<file path="src/rtl/wptr_full_lvl.sv">
// Write-side pointer and flag controller for an asynchronous FIFO (wclk domain).
// Produces the binary RAM write address, the Gray write pointer handed to the
// read-domain synchroniser, and registered full / almost_full / fill-level flags.
// The overflow flag reports writes attempted while full.
//
// Optional feature macro: WPTR_OVF_STICKY_EN
//   defined   -> overflow is sticky until rst or ovf_clr (a set on the same
//                edge as a clear wins)
//   undefined -> overflow is a one-cycle pulse and ovf_clr is ignored
module wptr_full_lvl #(
  parameter int ADDR_WIDTH = 3,
  parameter int AF_THRESH  = 6
) (
  input  logic                  wclk,
  input  logic                  rst,
  input  logic                  winc,
  input  logic [ADDR_WIDTH:0]   rptr_sync,
  input  logic                  ovf_clr,
  output logic [ADDR_WIDTH-1:0] waddr,
  output logic [ADDR_WIDTH:0]   wptr,
  output logic                  full,
  output logic                  almost_full,
  output logic [ADDR_WIDTH:0]   wlevel,
  output logic                  overflow
);

  // Threshold in pointer width; 2^ADDR_WIDTH still fits in ADDR_WIDTH+1 bits.
  localparam logic [ADDR_WIDTH:0] AF_TH = AF_THRESH[ADDR_WIDTH:0];

  function automatic logic [ADDR_WIDTH:0] bin2gray(input logic [ADDR_WIDTH:0] b);
    return (b >> 1) ^ b;
  endfunction

  // Prefix XOR from the MSB down.
  function automatic logic [ADDR_WIDTH:0] gray2bin(input logic [ADDR_WIDTH:0] g);
    logic [ADDR_WIDTH:0] b;
    b[ADDR_WIDTH] = g[ADDR_WIDTH];
    for (int i = ADDR_WIDTH - 1; i >= 0; i--) begin
      b[i] = b[i+1] ^ g[i];
    end
    return b;
  endfunction

  logic [ADDR_WIDTH:0] wbin;
  logic                wen;
  logic [ADDR_WIDTH:0] wbin_next;
  logic [ADDR_WIDTH:0] wgray_next;
  logic [ADDR_WIDTH:0] rbin_sync;
  logic [ADDR_WIDTH:0] level_next;
  logic [ADDR_WIDTH:0] full_cmp;

  assign wen        = winc & ~full;
  assign wbin_next  = wbin + {{ADDR_WIDTH{1'b0}}, wen};
  assign wgray_next = bin2gray(wbin_next);
  assign rbin_sync  = gray2bin(rptr_sync);
  // Modulo subtract absorbs wrap of either pointer.
  assign level_next = wbin_next - rbin_sync;
  // Full when the write pointer is one lap ahead: top two Gray bits inverted.
  assign full_cmp   = {~rptr_sync[ADDR_WIDTH:ADDR_WIDTH-1], rptr_sync[ADDR_WIDTH-2:0]};
  assign waddr      = wbin[ADDR_WIDTH-1:0];

  // Pointer, full, level and almost_full registers; level and almost_full share level_next.
  always_ff @(posedge wclk or posedge rst) begin
    if (rst) begin
      wbin        <= '0;
      wptr        <= '0;
      full        <= 1'b0;
      almost_full <= 1'b0;
      wlevel      <= '0;
    end else begin
      wbin        <= wbin_next;
      wptr        <= wgray_next;
      full        <= (wgray_next == full_cmp);
      almost_full <= (level_next >= AF_TH);
      wlevel      <= level_next;
    end
  end

`ifdef WPTR_OVF_STICKY_EN
  // Sticky overflow: set on a rejected write, cleared by ovf_clr; set wins.
  always_ff @(posedge wclk or posedge rst) begin
    if (rst) begin
      overflow <= 1'b0;
    end else if (winc & full) begin
      overflow <= 1'b1;
    end else if (ovf_clr) begin
      overflow <= 1'b0;
    end
  end
`else
  logic unused_ovf_clr;
  assign unused_ovf_clr = ovf_clr;

  // Pulsed overflow: high for the cycle after a rejected write.
  always_ff @(posedge wclk or posedge rst) begin
    if (rst) begin
      overflow <= 1'b0;
    end else begin
      overflow <= winc & full;
    end
  end
`endif

endmodule

</file>
<file path="config.mk">
export PLATFORM = sky130hd
export DESIGN_NAME = wptr_full_lvl
export DESIGN_NICKNAME = d
export VERILOG_FILES = /design/src/rtl/wptr_full_lvl.sv
export SDC_FILE = /design/constraint.sdc
export NUM_CORES = 1
export LEC_CHECK = 0
export CORE_MARGIN = 5
export CORE_UTILIZATION = 43
export CTS_CLUSTER_DIAMETER = 40
export DETAILED_ROUTE_END_ITERATION = 8
export GPL_ROUTABILITY_DRIVEN = 0
export PLACE_DENSITY = 0.75
export SKIP_LAST_GASP = 1
export SLEW_MARGIN = 20
export SYNTH_ARGS = -nofsm -noshare
export SYNTH_HDL_FRONTEND = slang
export SYNTH_SLANG_ARGS = --single-unit
export TNS_END_PERCENT = 20
</file>
<file path="constraint.sdc">
create_clock -name wclk -period 3.1 [get_ports wclk]
set_input_delay 0.62 -clock wclk [delete_from_list [all_inputs] [get_ports wclk]]
set_output_delay 0.62 -clock wclk [all_outputs]
set_load 0.03 [all_outputs]
</file>
## Yosys cells after proc, flatten, opt, wreduce, memory -nomap -nowiden

Index checks and enable logic that the tools add are counted.

| storage, ports and cells | value |
|---|---|
| word-level logic and storage cells | 18 |
| input bits | 8 |
| output and inout bits | 14 |
| register bits after elaboration | 15 |

| cells by class | value |
|---|---|
| bitwise operators | 8 |
| $lt $le $gt $ge | 1 |
| equal/unequal tests | 1 |
| $add $sub $neg | 2 |

Operators by type and width:

| operator | count |
|---|---|
| 4-bit by 1-bit adder with 4-bit output | 1 |
| 4-bit == test | 1 |
| 4-bit by 3-bit >= comparator with 1-bit output, second input constant | 1 |
| 4-bit subtractor | 1 |
| 3-bit by 4-bit bitwise XOR with 4-bit output | 1 |
| 1-bit bitwise XOR | 3 |
| 1-bit bitwise AND | 2 |
| 2-bit NOT | 1 |
| 1-bit NOT | 1 |

## Logic depth before layout (Yosys ltp)

Gate-level depths: netlist of run 1.

| depth | value |
|---|---|
| word-level depth | 5 |
| mapped depth | 9 |
| gate-level depth less buffers | 9 |

## Least setup slack after synthesis of run 1

OpenSTA, ideal clock, no wires.

| timing | value |
|---|---|
| path type | input-to-reg |
| start point | in winc |
| end point | reg almost_full |
| arrival | 2.534 ns |
| setup time | 0.118 ns |
| slack | 0.448 ns |
| path buffers | 0 |
| required time | 2.982 ns |
| cell stages on the path | 9 |
| cells stage by stage | nor2b_1 ha_1 ha_1 xor2_2 ha_1 and3b_1 a211oi_1 xnor3_1 a21o_1 |

| between the ends | value |
|---|---|
| cells in the longest elaborated chain, start to end | 4 |

RTL lines:

| element | RTL line | RTL |
|---|---|---|
| start, declared | 16 | `input logic winc,` |
| 1-bit bitwise AND | 52 | `assign wen = winc & ~full;` |
| 4-bit by 1-bit adder with 4-bit output | 53 | `assign wbin_next = wbin + {{ADDR_WIDTH{1'b0}}, wen};` |
| net wbin_next[2] | 46 | `logic [ADDR_WIDTH:0] wbin_next;` |
| 4-bit subtractor | 57 | `assign level_next = wbin_next - rbin_sync;` |
| net level_next[3] | 49 | `logic [ADDR_WIDTH:0] level_next;` |
| 4-bit by 3-bit >= comparator with 1-bit output | 74 | `almost_full <= (level_next >= AF_TH);` |
| end signal, assigned | 74 |  |
| end, declared | 22 | `output logic almost_full,` |

The timed path passes the listed nets, and every way through them passes these cells.

## Final worst setup path of run 1

Ends and elaborated chain as after synthesis.

==> results of run 1 <==
[worst max-delay path, stage by stage]
cell and delay (ns):
clkdlybuf4s50_1 0.47, nor2b_1 0.14, ha_1 0.20, ha_1 0.20
xor2_2 0.18, ha_1 0.29, and3b_1 0.18, a211oi_1 0.25
xnor3_1 0.28, a21o_1 0.16
[final timing paths]
path	startpoint	to	slack, ns	cells past startpoint
max reg2reg	full	almost_full	0.75	9
min reg2reg	full	overflow	0.51	1
min in group asynchronous	rst	wlevel[1]	0.68	2
min	full	overflow	0.51	1
max in group asynchronous	rst	overflow	2.07	2
max	winc	almost_full	0.30	10
[cell type report]
cell class,instances,area (um^2),share of cell area
clock buffer,3,22.5,0.0241
inverter,7,26.3,0.0281
multi-input combinational,30,302,0.322
sequential,14,350,0.374
tap,16,20.0,0.0214
timing repair buffer,22,215,0.230
[through the flow]
stage / setup TNS, ns / hold WS, ns / area [um^2]
6_report: 0 / 0.512 / 936
3_5_place_dp: -0.00793 / 0.501 / 913
4_1_cts: 0 / 0.518 / 936
5_1_grt: 0 / 0.549 / 936
2_1_floorplan: 0 / 0.509 / 678
3_3_place_gp: 0 / 0.496 / 913
[per-layer routing]
layer,GRT usage,vias to the layer above
li1,-,212
met1,0.139,200
met2,0.180,10
met3,0.00904,2
met4,0.0917,0
met5,0,-
[flip-flops by register name, indices dropped and copies added, names as in the netlist]
register and count:
wptr 3, overflow 1, wbin 4, full 1, wlevel 4, almost_full 1
[cells in the mapped netlist]
cell type  number  share of area
xor2_2          2          0.048
a21o_1          1          0.011
nand3_2         1          0.015
and3b_1         1          0.013
xnor3_1         1          0.033
nand3_1         2          0.015
xnor2_1         5          0.065
nor2b_1         1         0.0092
xor2_1          5          0.065
or3_1           2          0.018
ha_1            5          0.092
fa_1            1          0.030
inv_1           7          0.039
a211oi_1        1          0.011
and2_1          1         0.0092
a22oi_1         1          0.011
dfrtp_1        14           0.52
[logic make-up after synthesis]
logic type      after synthesis  synth area share
buf+inv                       7            0.0388
fa+ha+maj                     6             0.122
flops                        14             0.517
xor+xnor                     13             0.210
simple gates                  8            0.0793
compound gates                3            0.0332
==> results.json, run 1 <==
{
  "outcome": "completed",
  "slew-limit-headroom": 0.644,
  "crit_type": "in2reg",
  "numCtsBuffers": 3,
  "root_buffer": "clkbuf_4",
  "startpoint_type": "input port",
  "dpl.hpwl_um": 1000,
  "ys_ff_latch": 14,
  "final_common_cell": "clkdlybuf4s50_1",
  "place_ws_ns": -0.00793,
  "met3_length_um": 42,
  "max_cap_violations": 0,
  "vias_per_cell": 4.61,
  "hold_viol": 0,
  "period_needed_ns": 2.80,
  "start_util": 0.450,
  "skew_ns": 0.000892,
  "wl_um": 1170,
  "final_antenna_net_count": 0,
  "utilization": 0.621,
  "core_area_um2": 1510,
  "fp.dieH_um": 49.7,
  "rsz0062_at_grt": "no",
  "dp.cells": 89,
  "drive_gt1_frac": 0.105,
  "worstSetupEndpointType": "flip-flop",
  "grt_max_degree": 15,
  "grt-ovfl-total": 0,
  "mostFrequentLayoutCells": "20 x clkdlybuf4s50_1, 14 x dfrtp_1, 7 x inv_1",
  "fin_nets": 92,
  "io_pins": 22,
  "cts_tree": "done",
  "die_area_um2": 2470,
  "core.rowCount": 14,
  "crit_arrival_ns": 2.97,
  "first_pass_iters": 3,
  "yosys_warnings": 0,
  "fill_cells": 122,
  "finalCritPeriodShare": 0.903,
  "path_clk_slew_ns": 0.08,
  "clock-sinks": 14,
  "fin_ws_ns": 0.301,
  "setup_viol": 0,
  "clockBufferDepth": 2,
  "wl_met2_um": 608,
  "synth_area_um2": 678,
  "wire_per_inst_um": 12.7,
  "fmaxAchievable_mhz": 357,
  "yosysUniqueCellTypes": 17,
  "yosysSeqAreaShare": 0.517,
  "path_max_fanout": 3,
  "finalMaxSlewViolations": 0,
  "tightestPinTransition_ns": 0.533,
  "clock_latency_ns": 0.27,
  "area_delta_synth_final_pct": 38.0,
  "grt_usage": 0.114,
  "syn_avg_cell_area_um2": 13.3,
  "num_vias": 424,
  "syn_inst": 51,
  "grt_pass1_wl_um": 2070,
  "instances_no_fill": 92,
  "cp_data_required_time_ns": 3.27,
  "htree_levels": 1,
  "antenna_found_initial": 0,
  "min_path_type": "reg2reg",
  "wl_met1_um": 501,
  "grt_pass1_vias": 452,
  "highest_layer": "met4",
  "port_buffers": 20,
  "drt-initial-drc-count": 4,
  "antenna_cells": 0,
  "cts_resized": 0,
  "cts_setup_buffers": 0,
  "synth_nets": 65,
  "fp.dieW_um": 49.7,
  "drc": 0,
  "cts_hold_buf": 0
}
Power of run 1 is not shown: default switching activity piles up to over one toggle a cycle in this logic, so the estimate is an artifact.
==> run 2: changes to the inputs <==
--- a/config.mk
+++ b/config.mk
@@ -10,6 +10,7 @@
 export CTS_CLUSTER_DIAMETER = 40
 export DETAILED_ROUTE_END_ITERATION = 8
 export GPL_ROUTABILITY_DRIVEN = 0
+export HOLD_SLACK_MARGIN = 0.06
 export PLACE_DENSITY = 0.75
 export SKIP_LAST_GASP = 1
 export SLEW_MARGIN = 20
==> constraint.sdc (replaced) <==
create_clock -name wclk -period 2.8 [get_ports wclk]
set_input_delay 0.56 -clock wclk [delete_from_list [all_inputs] [get_ports wclk]]
set_output_delay 0.56 -clock wclk [all_outputs]
set_load 0.01 [all_outputs]
==> run 2 against run 1 <==
Compared with the run above: routed wire length barely moved; core utilization rose by 4.3 points; via count rose by 11%; die area did not move; flip-flop and latch count did not move; cell area rose by 7.0%; sequential share of layout area fell by 2.4 points.
==> results.json, run 2 (synthesis gave the netlist of run 1 again) <==
{
  "regArea_um2": 350,
  "first_pass_iters": 2,
  "clock-sinks": 14,
  "die_area_um2": 2470,
  "powerDensity_nw_per_um2": 1330,
  "seqPwrFrac": 0.274,
  "wire_per_inst_um": 11.7,
  "final_antenna_net_count": 0,
  "finalMaxSlewViolations": 0,
  "p_int_w": 0.000861,
  "max_cap_violations": 0,
  "crit_arrival_ns": 2.85,
  "grt_pass1_vias": 482,
  "area_delta_synth_final_pct": 47.6,
  "antenna_cells": 0,
  "num_vias": 471,
  "numCtsBuffers": 3,
  "drt-initial-drc-count": 2,
  "root_buffer": "clkbuf_4",
  "total_power_w": 0.00133,
  "dpl.hpwl_um": 1040,
  "worstSetupEndpointType": "flip-flop",
  "antenna_found_initial": 0,
  "wl_um": 1170,
  "finalCritPeriodShare": 0.960,
  "worst_hold_slack_ns": 0.538,
  "grt_pass1_wl_um": 2080,
  "skew_ns": 0.00303,
  "fp.dieH_um": 49.7,
  "core.rowCount": 14,
  "hold_viol": 0,
  "crit_type": "in2reg",
  "place_area_um2": 966,
  "htree_levels": 1,
  "clock_latency_ns": 0.27,
  "period_needed_ns": 2.69,
  "combPwrFrac": 0.645,
  "path_max_fanout": 2,
  "final_common_cell": "clkdlybuf4s50_1",
  "grt_max_degree": 15,
  "crit_start": "winc",
  "peakVddDrop_uv": 560,
  "path_clk_slew_ns": 0.08,
  "endpoint": "almost_full",
  "fmaxAchievable_mhz": 372,
  "slew-limit-headroom": 0.659,
  "port_buffers": 20,
  "vias_per_cell": 4.71,
  "fin_nets": 100,
  "grt-ovfl-total": 0,
  "clockBufferDepth": 2,
  "multi_input_area_um2": 307,
  "drc": 0,
  "start_util": 0.450,
  "power_frac_clock": 0.080,
  "swShare": 0.355,
  "cp_data_required_time_ns": 2.96,
  "rr_startpoint": "full",
  "outcome": "completed",
  "fill_cells": 117,
  "min_path_type": "reg2reg",
  "reg2reg_to": "almost_full",
  "reg_top3": "wbin (4), wlevel (4), wptr (3)",
  "fp.dieW_um": 49.7,
  "startpoint_type": "input port",
  "drive_gt1_frac": 0.214,
  "reg2reg_depth": 9,
  "mostFrequentLayoutCells": "20 x clkdlybuf4s50_1, 14 x dfrtp_1, 10 x buf_4, 7 x inv_1",
  "p_sw_w": 0.000473,
  "fin_area_um2": 1000,
  "power.leakage_nw": 0.478,
  "core_area_um2": 1510,
  "setup_viol": 0,
  "r2r_setup_slack_ns": 0.49,
  "grt_usage": 0.113,
  "cts_tree": "done",
  "tightestPinTransition_ns": 0.511,
  "io_pins": 22
}
run 2: final cells by class:
| class | count | area share |
|---|---|---|
| Sequential cell | 14 | 0.350 |
| Multi-Input combinational cell | 30 | 0.306 |
| Timing Repair Buffer | 30 | 0.275 |
| Inverter | 7 | 0.0263 |
| Clock buffer | 3 | 0.0225 |
| Tap cell | 16 | 0.0200 |
run 2: worst max-delay path, cell delays in order:
cell	delay, ns
clkdlybuf4s50_1	0.46
nor2b_2	0.14
ha_2	0.19
ha_1	0.19
xor2_2	0.20
ha_1	0.27
and3b_1	0.17
a211oi_1	0.23
xnor3_1	0.27
a21o_1	0.16
run 2: metal layers:
layer | track usage | vias up | part of all wire
met2 | 0.184 | 12 | 0.51
met3 | 0.00904 | 4 | 0.039
li1 | - | 230 | -
met4 | 0.105 | 0 | 0.034
met5 | 0 | - | 0
met1 | 0.128 | 225 | 0.42
run 2: what timing repair did:
item / 4_1_cts / 5_1_grt
resized for setup: 0 / 2
buffers inserted: 0 / 1
endpoints found under the setup margin: 0 / 1
hold buffers: 0 / 0
run 2: how the worst min path moves through the flow:
| stage | startpoint | endpoint | slack [ns] | cells after the start |
|---|---|---|---|---|
| 3_5_place_dp | full | overflow | 0.51 | 1 |
| 3_3_place_gp | full | overflow | 0.50 | 1 |
| 5_1_grt | full | overflow | 0.56 | 1 |
| 6_report | full | overflow | 0.54 | 1 |
| 2_1_floorplan | rst | almost_full | 0.45 | 1 |
| 4_1_cts | full | overflow | 0.53 | 1 |
run 2: through the flow:
step,TNS [ns],utilization,worst slack [ns],instances
2_1_floorplan,0,-,0.219,51
3_3_place_gp,-0.160,0.641,-0.148,96
3_5_place_dp,-0.321,0.641,-0.232,96
4_1_cts,0,0.656,0.0486,99
5_1_grt,-0.0000975,0.664,-0.0000975,100
6_report,0,0.664,0.111,100
run 2: power by group through the flow:
| stage | Sequential (W) | Clock [W] | Combinational [W] |
|---|---|---|---|
| finish | 0.000366 | 0.000107 | 0.000861 |
| global route | 0.000378 | 0.000118 | 0.000952 |
| CTS | 0.000366 | 0.000112 | 0.000841 |
| detailed placement | 0.000371 | 0 | 0.000837 |
| global placement | 0.000365 | 0 | 0.000818 |
| floorplan | 0.000421 | 0 | 0.000415 |
(Power assumes the default switching activity.)
==> run 3: changes to the inputs <==
--- a/config.mk
+++ b/config.mk
@@ -5,13 +5,16 @@
 export SDC_FILE = /design/constraint.sdc
 export NUM_CORES = 1
 export LEC_CHECK = 0
+export CELL_PAD_IN_SITES_DETAIL_PLACEMENT = 1
+export CELL_PAD_IN_SITES_GLOBAL_PLACEMENT = 1
+export CORE_ASPECT_RATIO = 1.25
 export CORE_MARGIN = 5
-export CORE_UTILIZATION = 43
+export CORE_UTILIZATION = 34
 export CTS_CLUSTER_DIAMETER = 40
 export DETAILED_ROUTE_END_ITERATION = 8
 export GPL_ROUTABILITY_DRIVEN = 0
 export HOLD_SLACK_MARGIN = 0.06
-export PLACE_DENSITY = 0.75
+export PLACE_DENSITY_LB_ADDON = 0.1
 export SKIP_LAST_GASP = 1
 export SLEW_MARGIN = 20
 export SYNTH_ARGS = -nofsm -noshare
==> run 3 against run 2 <==
Compared with the run above: combinational power fell by 1%; register-to-register slack gained 0.03 ns; sequential share of layout area decreased by 0.39 points; hold slack lost 0.022 ns; cell area up 1.1%; cell count grew 4.0%; routed wire length increased by 12%.
==> results.json, run 3 (synthesis gave the netlist of run 1 again) <==
{
  "crit_start": "winc",
  "fin_tns_setup_ns": 0,
  "vias_per_cell": 4.58,
  "outcome": "completed",
  "holdPathStages": 1,
  "rsz0062_at_grt": "no",
  "numCtsBuffers": 3,
  "fin_nets": 99,
  "io_pins": 22,
  "fp.dieW_um": 49.9,
  "rr_startpoint": "full",
  "first_pass_iters": 2,
  "reg_top3": "wbin (4), wlevel (4), wptr (3)",
  "grt_pass1_wl_um": 2180,
  "mostFrequentLayoutCells": "20 x clkdlybuf4s50_1, 14 x dfrtp_1, 9 x buf_4, 7 x inv_1",
  "area_delta_synth_final_pct": 49.3,
  "final_common_cell": "clkdlybuf4s50_1",
  "finalCritPeriodShare": 0.950,
  "power_frac_clock": 0.104,
  "total_power_w": 0.00136,
  "critPathTopFamily": "adder cells",
  "min_path_type": "reg2reg",
  "drt-initial-drc-count": 3,
  "endpoint": "almost_full",
  "slowest_delay_ns": 0.47,
  "p_int_w": 0.000864,
  "p_sw_w": 0.000492,
  "drc": 0,
  "crit_chain": "clkdlybuf4s50_1, nor2b_1, ha_1, ha_1, xor2_2, ha_1, and3b_1, a211oi_2, xnor3_1, a21o_1",
  "powerDensity_nw_per_um2": 1340,
  "hold_path.startpoint": "full",
  "core.rowCount": 18,
  "wire_per_inst_um": 12.7,
  "cp_data_required_time_ns": 2.97,
  "antenna_cells": 0,
  "antenna_found_initial": 0,
  "skew_ns": 0.00267,
  "grt_usage": 0.0983,
  "period_needed_ns": 2.66,
  "hold_viol": 0,
  "grt_max_degree": 15,
  "cp_num_buf_inv": 1,
  "worstSetupEndpointType": "flip-flop",
  "slew-limit-headroom": 0.662,
  "htree_levels": 1,
  "finalMaxSlewViolations": 0,
  "utilization": 0.523,
  "path_clk_slew_ns": 0.08,
  "final_antenna_net_count": 0,
  "grt-ovfl-total": 0,
  "clock_latency_ns": 0.27,
  "drive_gt1_frac": 0.202,
  "path_max_fanout": 2,
  "clockBufferDepth": 2,
  "swShare": 0.363,
  "die_area_um2": 2990,
  "crit_slowest_cell": "clkdlybuf4s50_1",
  "cp_common_cell": "ha_1",
  "crit_type": "in2reg",
  "instances_no_fill": 104,
  "combPwrFrac": 0.627,
  "start_util": 0.350,
  "grt_pass1_vias": 538,
  "cts_tree": "done",
  "num_vias": 476,
  "seqPwrFrac": 0.269,
  "root_buffer": "clkbuf_4",
  "clock-sinks": 14,
  "setup_viol": 0,
  "power.leakage_nw": 0.482,
  "startpoint_type": "input port",
  "core_area_um2": 1940,
  "dp.cells": 100,
  "fp.dieH_um": 59.9,
  "port_buffers": 20,
  "cp.depth": 10,
  "peakVddDrop_uv": 709,
  "reg2reg_depth": 9,
  "crit_arrival_ns": 2.83,
  "wl_um": 1320,
  "fmaxAchievable_mhz": 376,
  "cts_hold_buf": 0,
  "r2r_setup_slack_ns": 0.52,
  "tightestPinTransition_ns": 0.506,
  "max_cap_violations": 0,
  "reg2reg_to": "almost_full",
  "dpl.hpwl_um": 1140
}
-- run 3: cell count changes in the layout (fill, tap and decap cells not counted) --
cell / previous run / this run
a211oi_1: 1 / 0
clkbuf_8: 0 / 1
ha_2: 1 / 0
nor2b_2: 1 / 0
buf_4: 10 / 9
ha_1: 4 / 5
nor2b_1: 0 / 1
a211oi_2: 0 / 1
-- run 3: per-layer routing --
layer | vias to the layer above | GRT usage | wire length [um]
met5 | - | 0 | 0
met4 | 0 | 0.0562 | 12
met3 | 2 | 0.0249 | 77
met2 | 12 | 0.195 | 758
met1 | 232 | 0.0875 | 467
li1 | 230 | - | -
-- run 3: power groups by stage --
stage          logic, W  registers (W)  clock network [W]
2_1_floorplan  0.000415       0.000421                  0
3_3_place_gp   0.000826       0.000366                  0
3_5_place_dp   0.000853       0.000372                  0
4_1_cts        0.000861       0.000367           0.000147
5_1_grt        0.000942       0.000373           0.000158
6_report       0.000850       0.000365           0.000141
-- run 3: how the worst min path moves through the flow --
stage             endpoint  slack [ns]
4_1_cts           overflow        0.52
3_3_place_gp      overflow        0.50
2_1_floorplan  almost_full        0.45
5_1_grt           overflow        0.56
6_report          overflow        0.52
3_5_place_dp      overflow        0.50
-- run 3: what timing repair did --
action,4_1_cts,5_1_grt
resized for setup,0,1
setup endpoints to repair,0,1
setup buffers,0,0
-- run 3: layout make-up --
| cell class | count | area, um^2 |
|---|---|---|
| flip-flops and latches | 14 | 350 |
| multi-input cells | 30 | 307 |
| fillers | 209 | 925 |
| inverters | 7 | 26.3 |
| clock buffers | 4 | 36.3 |
| well taps | 20 | 25.0 |
| repair buffers | 29 | 268 |
-- run 3: through the flow --
stage	setup WS, ns	hold WS [ns]	cell area (um^2)
2_1_floorplan	0.219	0.449	678
4_1_cts	0.0618	0.523	1010
3_3_place_gp	-0.136	0.499	971
3_5_place_dp	-0.219	0.500	971
6_report	0.140	0.516	1010
5_1_grt	0.000761	0.563	1010
-- run 3: worst reg2reg max path: stages, from the launching register on --
cell      delay [ns]
dfrtp_1         0.39
nor2b_1         0.12
ha_1            0.18
ha_1            0.19
xor2_2          0.20
ha_1            0.28
and3b_1         0.18
a211oi_2        0.20
xnor3_1         0.26
a21o_1          0.16
